File: src/rtl/dvi_rx_word_align_pkg.sv
// rtl/dvi_rx_word_align_pkg.sv - shared TMDS control tokens, aligner state type and offset helper
package dvi_rx_word_align_pkg;

  // The four TMDS control tokens as sym[9:0], bit 0 earliest on the wire
  localparam logic [9:0] TMDS_CTRL_00 = 10'h354;
  localparam logic [9:0] TMDS_CTRL_01 = 10'h0AB;
  localparam logic [9:0] TMDS_CTRL_10 = 10'h154;
  localparam logic [9:0] TMDS_CTRL_11 = 10'h2AB;

  typedef enum logic {
    ST_SEARCH,
    ST_LOCKED
  } align_state_t;

  // Bit offsets cycle through 0..9 so every word phase is eventually tried
  function automatic logic [3:0] next_offs(input logic [3:0] o);
    return (o == 4'd9) ? 4'd0 : o + 4'd1;
  endfunction

endpackage

File: src/rtl/dvi_rx_word_align_if.sv
// rtl/dvi_rx_word_align_if.sv - per-lane raw word input and aligned symbol output bundle
interface dvi_rx_word_align_if;
  logic [9:0] d_in;
  logic       resync;
  logic [9:0] sym_out;
  logic       is_ctrl;
  logic [1:0] ctrl;
  logic       locked;
  logic [3:0] offs;

  // master: deserialiser/consumer side; slave: the aligner
  modport master (
    output d_in, resync,
    input  sym_out, is_ctrl, ctrl, locked, offs
  );

  modport slave (
    input  d_in, resync,
    output sym_out, is_ctrl, ctrl, locked, offs
  );
endinterface

File: src/rtl/dvi_rx_word_align_token_match.sv
// rtl/dvi_rx_word_align_token_match.sv - combinational TMDS control token detector and decoder
module dvi_rx_word_align_token_match
  import dvi_rx_word_align_pkg::*;
(
  input  logic [9:0] sym,
  output logic       match,
  output logic [1:0] ctrl
);

  // Decode {c1,c0}; ctrl stays 0 for anything that is not a control token
  always_comb begin
    match = 1'b1;
    ctrl  = 2'b00;
    case (sym)
      TMDS_CTRL_00: ctrl = 2'b00;
      TMDS_CTRL_01: ctrl = 2'b01;
      TMDS_CTRL_10: ctrl = 2'b10;
      TMDS_CTRL_11: ctrl = 2'b11;
      default:      match = 1'b0;
    endcase
  end

endmodule

File: src/rtl/dvi_rx_word_align.sv
// rtl/dvi_rx_word_align.sv - TMDS symbol boundary search and lock for one DVI receive lane
module dvi_rx_word_align
  import dvi_rx_word_align_pkg::*;
#(
  parameter int CTRL_RUN = 8,
  parameter int TIMEOUT  = 4096
) (
  input logic                 clk,
  input logic                 rst_n,
  dvi_rx_word_align_if.slave  bus
);

  localparam int RW = $clog2(CTRL_RUN + 1);
  localparam int TW = $clog2(TIMEOUT + 1);
  localparam logic [RW-1:0] RUN_LAST = RW'(CTRL_RUN - 1);
  localparam logic [TW-1:0] TO_LAST  = TW'(TIMEOUT - 1);

  align_state_t  state;
  logic [9:0]    prev;
  logic [19:0]   window;
  logic [9:0]    slice;
  logic          match;
  logic [1:0]    slice_ctrl;
  logic [9:0]    sym_q;
  logic          is_ctrl_q;
  logic [1:0]    ctrl_q;
  logic          locked_q;
  logic [3:0]    offs_q;
  logic [RW-1:0] run_ctr;
  logic [TW-1:0] to_ctr;

  // Older word sits in the low half so bit 0 of the window is the earliest bit
  assign window = {bus.d_in, prev};
  assign slice  = 10'(window >> offs_q);

  dvi_rx_word_align_token_match u_match (
    .sym   (slice),
    .match (match),
    .ctrl  (slice_ctrl)
  );

  assign bus.sym_out = sym_q;
  assign bus.is_ctrl = is_ctrl_q;
  assign bus.ctrl    = ctrl_q;
  assign bus.locked  = locked_q;
  assign bus.offs    = offs_q;

  // Previous-word register and registered slice outputs; output is not gated by lock
  always_ff @(posedge clk or negedge rst_n) begin
    if (!rst_n) begin
      prev      <= '0;
      sym_q     <= '0;
      is_ctrl_q <= 1'b0;
      ctrl_q    <= 2'b00;
    end else begin
      prev      <= bus.d_in;
      sym_q     <= slice;
      is_ctrl_q <= match;
      ctrl_q    <= slice_ctrl;
    end
  end

  // Search/lock FSM; resync outranks a same-cycle lock or timeout and advances offs once
  always_ff @(posedge clk or negedge rst_n) begin
    if (!rst_n) begin
      state    <= ST_SEARCH;
      locked_q <= 1'b0;
      offs_q   <= 4'd0;
      run_ctr  <= '0;
      to_ctr   <= '0;
    end else if (bus.resync) begin
      state    <= ST_SEARCH;
      locked_q <= 1'b0;
      offs_q   <= next_offs(offs_q);
      run_ctr  <= '0;
      to_ctr   <= '0;
    end else begin
      case (state)
        ST_SEARCH: begin
          if (match) begin
            if (run_ctr == RUN_LAST) begin
              state    <= ST_LOCKED;
              locked_q <= 1'b1;
              run_ctr  <= '0;
            end else begin
              run_ctr <= run_ctr + RW'(1);
            end
            to_ctr <= '0;
          end else if (to_ctr == TO_LAST) begin
            offs_q  <= next_offs(offs_q);
            run_ctr <= '0;
            to_ctr  <= '0;
          end else begin
            run_ctr <= '0;
            to_ctr  <= to_ctr + TW'(1);
          end
        end
        ST_LOCKED: begin
          if (match) begin
            to_ctr <= '0;
          end else if (to_ctr == TO_LAST) begin
            state    <= ST_SEARCH;
            locked_q <= 1'b0;
            offs_q   <= next_offs(offs_q);
            run_ctr  <= '0;
            to_ctr   <= '0;
          end else begin
            to_ctr <= to_ctr + TW'(1);
          end
        end
      endcase
    end
  end

endmodule

File: src/flat_wrapper.sv
// flat-port wrapper written by rule: the top's interface ports become plain ports
module dvi_rx_word_align_flat import dvi_rx_word_align_pkg::*;
#(
  parameter int CTRL_RUN = 8,
  parameter int TIMEOUT  = 4096
)
  (clk, rst_n, bus_d_in, bus_resync, bus_sym_out, bus_is_ctrl, bus_ctrl, bus_locked, bus_offs);
  dvi_rx_word_align_if bus_i ();
  input logic clk;
  input logic rst_n;
  input wire logic [$bits(bus_i.d_in)-1:0] bus_d_in;
  input wire logic [$bits(bus_i.resync)-1:0] bus_resync;
  output wire logic [$bits(bus_i.sym_out)-1:0] bus_sym_out;
  output wire logic [$bits(bus_i.is_ctrl)-1:0] bus_is_ctrl;
  output wire logic [$bits(bus_i.ctrl)-1:0] bus_ctrl;
  output wire logic [$bits(bus_i.locked)-1:0] bus_locked;
  output wire logic [$bits(bus_i.offs)-1:0] bus_offs;
  assign bus_i.d_in = bus_d_in;
  assign bus_i.resync = bus_resync;
  assign bus_sym_out = bus_i.sym_out;
  assign bus_is_ctrl = bus_i.is_ctrl;
  assign bus_ctrl = bus_i.ctrl;
  assign bus_locked = bus_i.locked;
  assign bus_offs = bus_i.offs;
  dvi_rx_word_align #(.CTRL_RUN(CTRL_RUN), .TIMEOUT(TIMEOUT)) u_core (.clk(clk), .rst_n(rst_n), .bus(bus_i));
endmodule
File: config.mk
export PLATFORM = sky130hd
export DESIGN_NAME = dvi_rx_word_align_flat
export DESIGN_NICKNAME = d
export VERILOG_FILES = /design/src/rtl/dvi_rx_word_align_pkg.sv /design/src/rtl/dvi_rx_word_align_if.sv /design/src/rtl/dvi_rx_word_align_token_match.sv /design/src/rtl/dvi_rx_word_align.sv /design/src/flat_wrapper.sv
export SDC_FILE = /design/constraint.sdc
export NUM_CORES = 1
export LEC_CHECK = 0
export CORE_MARGIN = 3
export CORE_UTILIZATION = 55
export CTS_CLUSTER_SIZE = 25
export DETAILED_ROUTE_END_ITERATION = 10
export PLACE_DENSITY = 0.91
export SLEW_MARGIN = 20
export SYNTH_ARGS = -nofsm -noshare
export SYNTH_HDL_FRONTEND = slang
export SYNTH_SLANG_ARGS = --single-unit
File: constraint.sdc
create_clock -name clk -period 3.89 [get_ports clk]
set_clock_uncertainty 0.2 [all_clocks]
set_input_delay 0.5835 -clock clk [delete_from_list [all_inputs] [get_ports clk]]
set_output_delay 0.5835 -clock clk [all_outputs]
set_load 0.01 [all_outputs]
==> results of run 1 <==
worst max-delay path by stage:
| stage | endpoint | slack, ns |
|---|---|---|
| after global routing | u_core.to_ctr[3]$_DFF_PN0_ | 0.24 |
| after CTS | u_core.run_ctr[0]$_DFFE_PN0P_ | 0.23 |
| after global placement | u_core.bus.offs[1]$_DFFE_PN0P_ | 0.20 |
| after floorplan | u_core.bus.offs[1]$_DFFE_PN0P_ | 0.79 |
| after detailed placement | u_core.run_ctr[0]$_DFFE_PN0P_ | 0.11 |
| final | u_core.bus.offs[1]$_DFFE_PN0P_ | 0.41 |
power groups by stage:
stage	Sequential [mW]	Clock, mW	Combinational, mW
final	0.649	0.302	0.894
after global routing	0.662	0.329	0.970
after CTS	0.648	0.310	0.890
after detailed placement	0.659	0	0.884
after global placement	0.652	0	0.862
after floorplan	0.638	0	0.631
cells in the mapped netlist (all sizes together), types with 5 or more instances:
library cell  instances
dfrtp                46
nor2                 27
nand2                25
mux4                 13
nand3                11
a21oi                10
inv                  10
mux2                 10
buf                   9
o21ai                 9
and3                  6
mux2i                 6
xor2                  6
xnor2                 5
per-layer routing:
| metal | share of wire, % | global-route usage [%] | up-vias |
|---|---|---|---|
| li1 | - | - | 886 |
| met1 | 43 | 28.4 | 916 |
| met2 | 49 | 32.4 | 69 |
| met3 | 6.6 | 5.75 | 7 |
| met4 | 1.5 | 8.25 | 0 |
| met5 | 0 | 0 | - |
stage by stage:
stage	total power, mW	util (%)	hold slack (ns)	area (um2)
after global placement	1.51	65.3	0.264	2860
after global routing	1.96	67.5	0.0982	2960
final	1.85	67.5	0.0645	2960
after CTS	1.85	67.4	0.253	2950
after floorplan	1.27	-	0.0879	2530
after detailed placement	1.54	65.3	0.290	2860
sequential cells by signal, indices dropped and copies added, names as in the netlist:
| name | count |
|---|---|
| u_core.prev | 10 |
| u_core.bus.is_ctrl | 1 |
| u_core.run_ctr | 4 |
| u_core.bus.ctrl | 2 |
| u_core.bus.sym_out | 10 |
| u_core.to_ctr | 13 |
| u_core.state | 1 |
| u_core.bus.offs | 4 |
| u_core.bus.locked | 1 |
critical path, cell delays in order:
cell and delay, ns:
clkdlybuf4s50_1 0.53, mux4_2 0.51, mux2_1 0.38, nor4_1 0.30
nor2_1 0.10, or4_4 0.50, nand3_2 0.18, a21oi_2 0.09
mux2_1 0.31
what timing repair did:
action                     4_1_cts  5_1_grt
gates resized for setup          0        1
setup endpoints to repair        0        7
hold endpoints to repair         0        0
cell type report:
| class | instances | area (um2) | share of cell area (%) |
|---|---|---|---|
| clock buffer | 5 | 68.8 | 2.33 |
| tap | 52 | 65.1 | 2.20 |
| multi-input combinational | 161 | 1260 | 42.6 |
| timing repair buffer | 37 | 350 | 11.8 |
| inverter | 10 | 37.5 | 1.27 |
| sequential | 46 | 1150 | 39.0 |
| clock inverter | 3 | 23.8 | 0.804 |
cells by family (layout without fill, tap and decap cells):
family	Yosys count	in the layout
simple gates	86	86
flops	46	46
compound gates	33	33
mux	29	29
buf+inv	22	55
xor+xnor	11	11
fa+ha+maj	2	2
==> key figures, run 1 <==
Timing
  – Fin. max-slew vios: 0
  – Final cycle utilization of the critical path: about 90%
  – Fmax: around 0.29 GHz
  – Tmin final: around 3.5 ns
  – RSZ-0062 raised after global routing: no
  – Final number of hold-violating endpoints: 0
  – Final setup viols: 0
  – Slew @ Worst Pin: around 0.57 ns
  – Slew HR: roughly 62%
  – TNS Setup: 0 ns
  – Setup WS post-layout: 0.408 ns

Yosys
  – Xor and xnor fraction of the mapped netlist area: 3.81%
  – Avg Cell Area, Syn: ~11 um2
  – Mapped Area: 2530 um2
  – Synth Flop Type: dfrtp_1
  – Number of synthesized flops with an enable pin: 0
  – Compound-cell area share of the yosys netlist: a little under a tenth
  – Ys Warns: 0
  – Simple-gate area share of the yosys netlist: 17.0%
  – Sequential fraction of the synthesis area: 45.5%
  – Synth Instances: 229
  – Area contributors post-synth: dfrtp_1 (46%), mux4_2 (11%), nor2_1 (4.0%)
  – Largest area contributor in the netlist: dfrtp_1
  – Adder-cell share of the synthesized area: less than 1%
  – Mux share of post-synthesis cell area: a little under a fifth
  – Syn nets: approximately 240
  – Post-synthesis register bit count: between 40 and 50
  – Synth async-reset ratio: 100%
  – Largest family of logic cells by synthesized area: multiplexers
  – Share of the synthesized area in the top cell type: 45.5%
  – Synth unique cells: 50

Power
  – Seq pwr share: around a third
  – Clock share of power: 16.4%
  – Pint: about 1.1 mW
  – Max IR drop VDD: 0.298 mV
  – Power per cell area: 624 nW/um2
  – Psw: roughly 700 uW
  – Combinational share of power: about 48%
  – Sw Share: between 30% and 40%
  – Leak pwr: roughly 1.3 nW

Detailed routing
  – DRT Wirelength: 5130 um
  – DRT Pass-1 Iters: 5
  – Routed length per instance: approximately 16 um
  – Antenna Nets Post-Route: 0
  – Vias: 1878
  – Initial DRC Count: 163
  – DRC violation count after routing: 0
  – Post-DR vias/cell: ~6

Place
  – Gpl congestion: about 0.87
  – Detailed-placement wirelength estimate: ~3800 um
  – Port Buf Inserts: 30
  – Dpl ws: 0.108 ns
  – Placed Cells: roughly 300

Setup path
  – Critical R2R Capture: u_core.bus.offs[1]$_DFFE_PN0P_
  – CP Max Fanout: 8
  – WS Path Type: in2reg
  – RR Startpoint: u_core.bus.offs[1]$_DFFE_PN0P_
  – CP Launch Point: bus_d_in[3]
  – Critical Path Source Type: input pin
  – Critical Path AT: 3.48 ns
  – Worst setup EP type: flop
  – R2R cell count: 8
  – Worst path required time: roughly 3.9 ns
  – R2R setup slack: ~0.48 ns

Global routing
  – Initial antenna violation count: 0
  – Vias in the first global route: roughly 1800
  – Largest net degree at the start of global routing: between 40 and 50
  – Total gr overflow: 0
  – First-pass GRT wire length: 8590 um
  – GRT Total Usage: about a fifth

Floorplanning
  – Starting Density: just under 60%
  – Die Area: between 5000 and 6000 um2
  – IO Pins: 31
  – CORE AREA: 4380 um2
  – Core Rows: 24
  – Die W: ~74 um
  – DIE HEIGHT: between 70 and 80 um

Finish
  – FILL cells: around 310
  – Synth-to-layout area growth: 17.0%
  – Share of cells above drive strength 1: 17.6%
  – Most frequent cells in the layout: dfrtp_1 (45), clkdlybuf4s50_1 (29), nor2_1 (27)
  – Fin cells: roughly 310
  – Net count reported at finish: 276
  – Ant diodes: 0
  – Commonest non-fill, non-tap cell in the layout: dfrtp_1

Clock network
  – CTS Hold Bufs: 0
  – CTS buffer count: 5
  – CTS root buf: clkbuf_8
  – CTS H-tree lvls: 2
  – Clock transition at the registers of the reported paths: approximately 0.090 ns
  – Worst-case clock buffer depth: 2
  – Clock Latency Late Sink: about 0.31 ns
  – Clock sinks: 46
  – Post-CTS Setup Repair Bufs: 0
  – CTS tree: built

Run
  – Maxcap violations: 0

Min path
  – HP Class: in2async

Status
  – Status: complete, no violations
(Power assumes the default switching activity.)
==> run 2, diff against run 1 <==
--- a/config.mk
+++ b/config.mk
@@ -5,6 +5,7 @@
 export SDC_FILE = /design/constraint.sdc
 export NUM_CORES = 1
 export LEC_CHECK = 0
+export ABC_CLOCK_PERIOD_IN_PS = 3890
 export CORE_MARGIN = 3
 export CORE_UTILIZATION = 55
 export CTS_CLUSTER_SIZE = 25
==> results of run 2 <==
The final DEF is identical to that of run 1; final timing and power are the same.
==> run 3, diff against run 2 <==
--- a/config.mk
+++ b/config.mk
@@ -6,7 +6,6 @@
 export NUM_CORES = 1
 export LEC_CHECK = 0
 export ABC_CLOCK_PERIOD_IN_PS = 3890
-export CORE_MARGIN = 3
 export CORE_UTILIZATION = 55
 export CTS_CLUSTER_SIZE = 25
 export DETAILED_ROUTE_END_ITERATION = 10
==> key figures, run 3 (synthesis gave the netlist of run 1 again) <==
Timing
  – Fin. max-slew vios: 0
  – Final hold slack: 0.279 ns
  – Fmax: about 0.27 GHz
  – Slew @ Worst Pin: ~0.76 ns
  – Tmin final: 3.69 ns
  – Final number of hold-violating endpoints: 0
  – Slew HR: approximately 49%
  – Final setup viols: 0
  – Final cycle utilization of the critical path: between 90 and 100%
  – RSZ-0062 raised after global routing: no
  – TNS Setup: 0 ns

Finish
  – Largest Register: u_core.to_ctr
  – Post-route cell area: 2990 um2
  – Commonest non-fill, non-tap cell in the layout: dfrtp_1
  – Net count reported at finish: between 200 and 300
  – Synth-to-layout area growth: 18.4%
  – Most frequent cells in the layout: dfrtp_1 (46), clkdlybuf4s50_1 (29), nor2_1 (27)
  – Ant diodes: 0
  – Max reg flops: 13
  – Share of cells above drive strength 1: between 10% and 20%

Setup path
  – R2R cell count: 8
  – Worst setup EP type: flop
  – WS Path Type: reg2reg
  – Critical Path Source Type: flop
  – R2R setup slack: 0.20 ns
  – Worst path required time: around 3.9 ns
  – Critical Path AT: around 3.7 ns
  – RR Startpoint: u_core.bus.offs[1]$_DFFE_PN0P_
  – Critical R2R Capture: u_core.bus.offs[1]$_DFFE_PN0P_
  – CP Max Fanout: 17

Clock network
  – Post-CTS sizing: 0
  – Clock sinks: between 40 and 50
  – CTS Hold Bufs: 0
  – Post-CTS Setup Repair Bufs: 0
  – Clock transition at the registers of the reported paths: 0.09 ns
  – CTS tree: built
  – CTS root buf: clkbuf_8
  – Worst-case clock buffer depth: 2
  – CTS H-tree lvls: 2
  – CTS buffer count: 5
  – Clock Latency Late Sink: just over 0.3 ns

Power
  – Sw Share: approximately two fifths
  – Leak pwr: 1.27 nW
  – Max IR drop VDD: roughly 0.35 mV
  – Clock share of power: between 15 and 20%
  – Pint: approximately 1.2 mW
  – Psw: roughly 710 uW
  – Power per cell area: around 620 nW/um2
  – Combinational share of power: about half
  – Seq pwr share: around a third

Floorplanning
  – DIE HEIGHT: about 70 um
  – CORE AREA: 4380 um2
  – Die Area: between 4000 and 5000 um2
  – Starting Density: between 50% and 60%
  – IO Pins: 31
  – Core Rows: 24
  – Die W: between 60 and 70 um

Status
  – Status: complete, no violations

Detailed routing
  – Post-DR vias/cell: 6.20
  – Initial DRC Count: roughly 190
  – DRC violation count after routing: 0
  – Antenna Nets Post-Route: 0
  – Vias: 1966
  – Routed length per instance: between 15 and 20 um
  – DRT Wirelength: 5230 um
  – DRT Pass-1 Iters: 4

Min path
  – Hold Startpoint: u_core.to_ctr[0]$_DFF_PN0_
  – HP Class: reg2reg
  – WHS Path Cells: 1
  – Hold Path End: u_core.to_ctr[0]$_DFF_PN0_

Global routing
  – Initial antenna violation count: 0
  – First-pass GRT wire length: around 8900 um
  – GRT Total Usage: 23.2%
  – Vias in the first global route: 1885
  – Largest net degree at the start of global routing: between 40 and 50
  – Total gr overflow: 0

Place
  – Port Buf Inserts: 30
  – Detailed-placement wirelength estimate: 3700 um
  – Gpl congestion: roughly 0.87
  – Placed Instance Area: between 2000 and 3000 um2

Run
  – Maxcap violations: 0
-- run 3: cell count changes in the layout (fill, tap and decap cells not counted), sizes merged --
cell	delta
buf	+2
clkinv	+1
clkinvlp	-1
dlygate4sd3	+1
-- run 3: how the worst max path moves through the flow --
| stage | startpoint | to | slack [ns] | cells past startpoint |
|---|---|---|---|---|
| after floorplan | u_core.bus.offs[1]$_DFFE_PN0P_ | u_core.bus.offs[1]$_DFFE_PN0P_ | 0.79 | 10 |
| after global placement | bus_d_in[4] | u_core.bus.offs[1]$_DFFE_PN0P_ | 0.20 | 9 |
| after detailed placement | bus_d_in[3] | u_core.run_ctr[0]$_DFFE_PN0P_ | 0.05 | 9 |
| after CTS | u_core.bus.offs[1]$_DFFE_PN0P_ | u_core.bus.offs[1]$_DFFE_PN0P_ | 0.21 | 8 |
| after global routing | u_core.bus.offs[1]$_DFFE_PN0P_ | u_core.run_ctr[0]$_DFFE_PN0P_ | 0.02 | 8 |
| final | u_core.bus.offs[1]$_DFFE_PN0P_ | u_core.bus.offs[1]$_DFFE_PN0P_ | 0.20 | 8 |
-- run 3: critical path, stage by stage, from the launching register on --
cell	delay, ns
dfrtp_1	0.85
mux4_2	0.62
mux2_1	0.40
nor4_1	0.29
nor2_1	0.09
or4_4	0.50
nand3_2	0.18
a21oi_2	0.10
mux2_1	0.33
-- run 3: layout make-up --
class                           instances  area, um2
Inverter                               10       37.5
Tap cell                               52       65.1
Timing Repair Buffer                   40        385
Clock inverter                          3       25.0
Clock buffer                            5       68.8
Fill cell                             314       1390
Multi-Input combinational cell        161       1260
Sequential cell                        46       1150
-- run 3: through the flow --
| step | setup slack, ns | instances | util, % | power [mW] |
|---|---|---|---|---|
| after floorplan | 0.787 | 229 | - | 1.27 |
| final | 0.202 | 317 | 68.3 | 1.86 |
| after CTS | 0.210 | 315 | 67.6 | 1.85 |
| after global placement | 0.205 | 307 | 65.4 | 1.52 |
| after detailed placement | 0.0542 | 307 | 65.4 | 1.55 |
| after global routing | 0.0175 | 317 | 68.3 | 1.97 |
-- run 3: per-layer routing --
metal	routed length, um	vias up	track usage, %	share of wire [%]
met5	0	-	0	0
met4	125	0	10.4	2.4
met3	319	13	5.23	6.1
met2	2610	89	37.3	50
met1	2180	967	30.1	42
li1	-	897	-	-
-- run 3: power groups by stage --
stage               Combinational [mW]  Sequential, mW  Clock [mW]
finish                           0.920           0.642       0.300
CTS                              0.905           0.642       0.307
detailed placement               0.899           0.653           0
global route                     0.982           0.658       0.327
floorplan                        0.631           0.638           0
global placement                 0.869           0.649           0
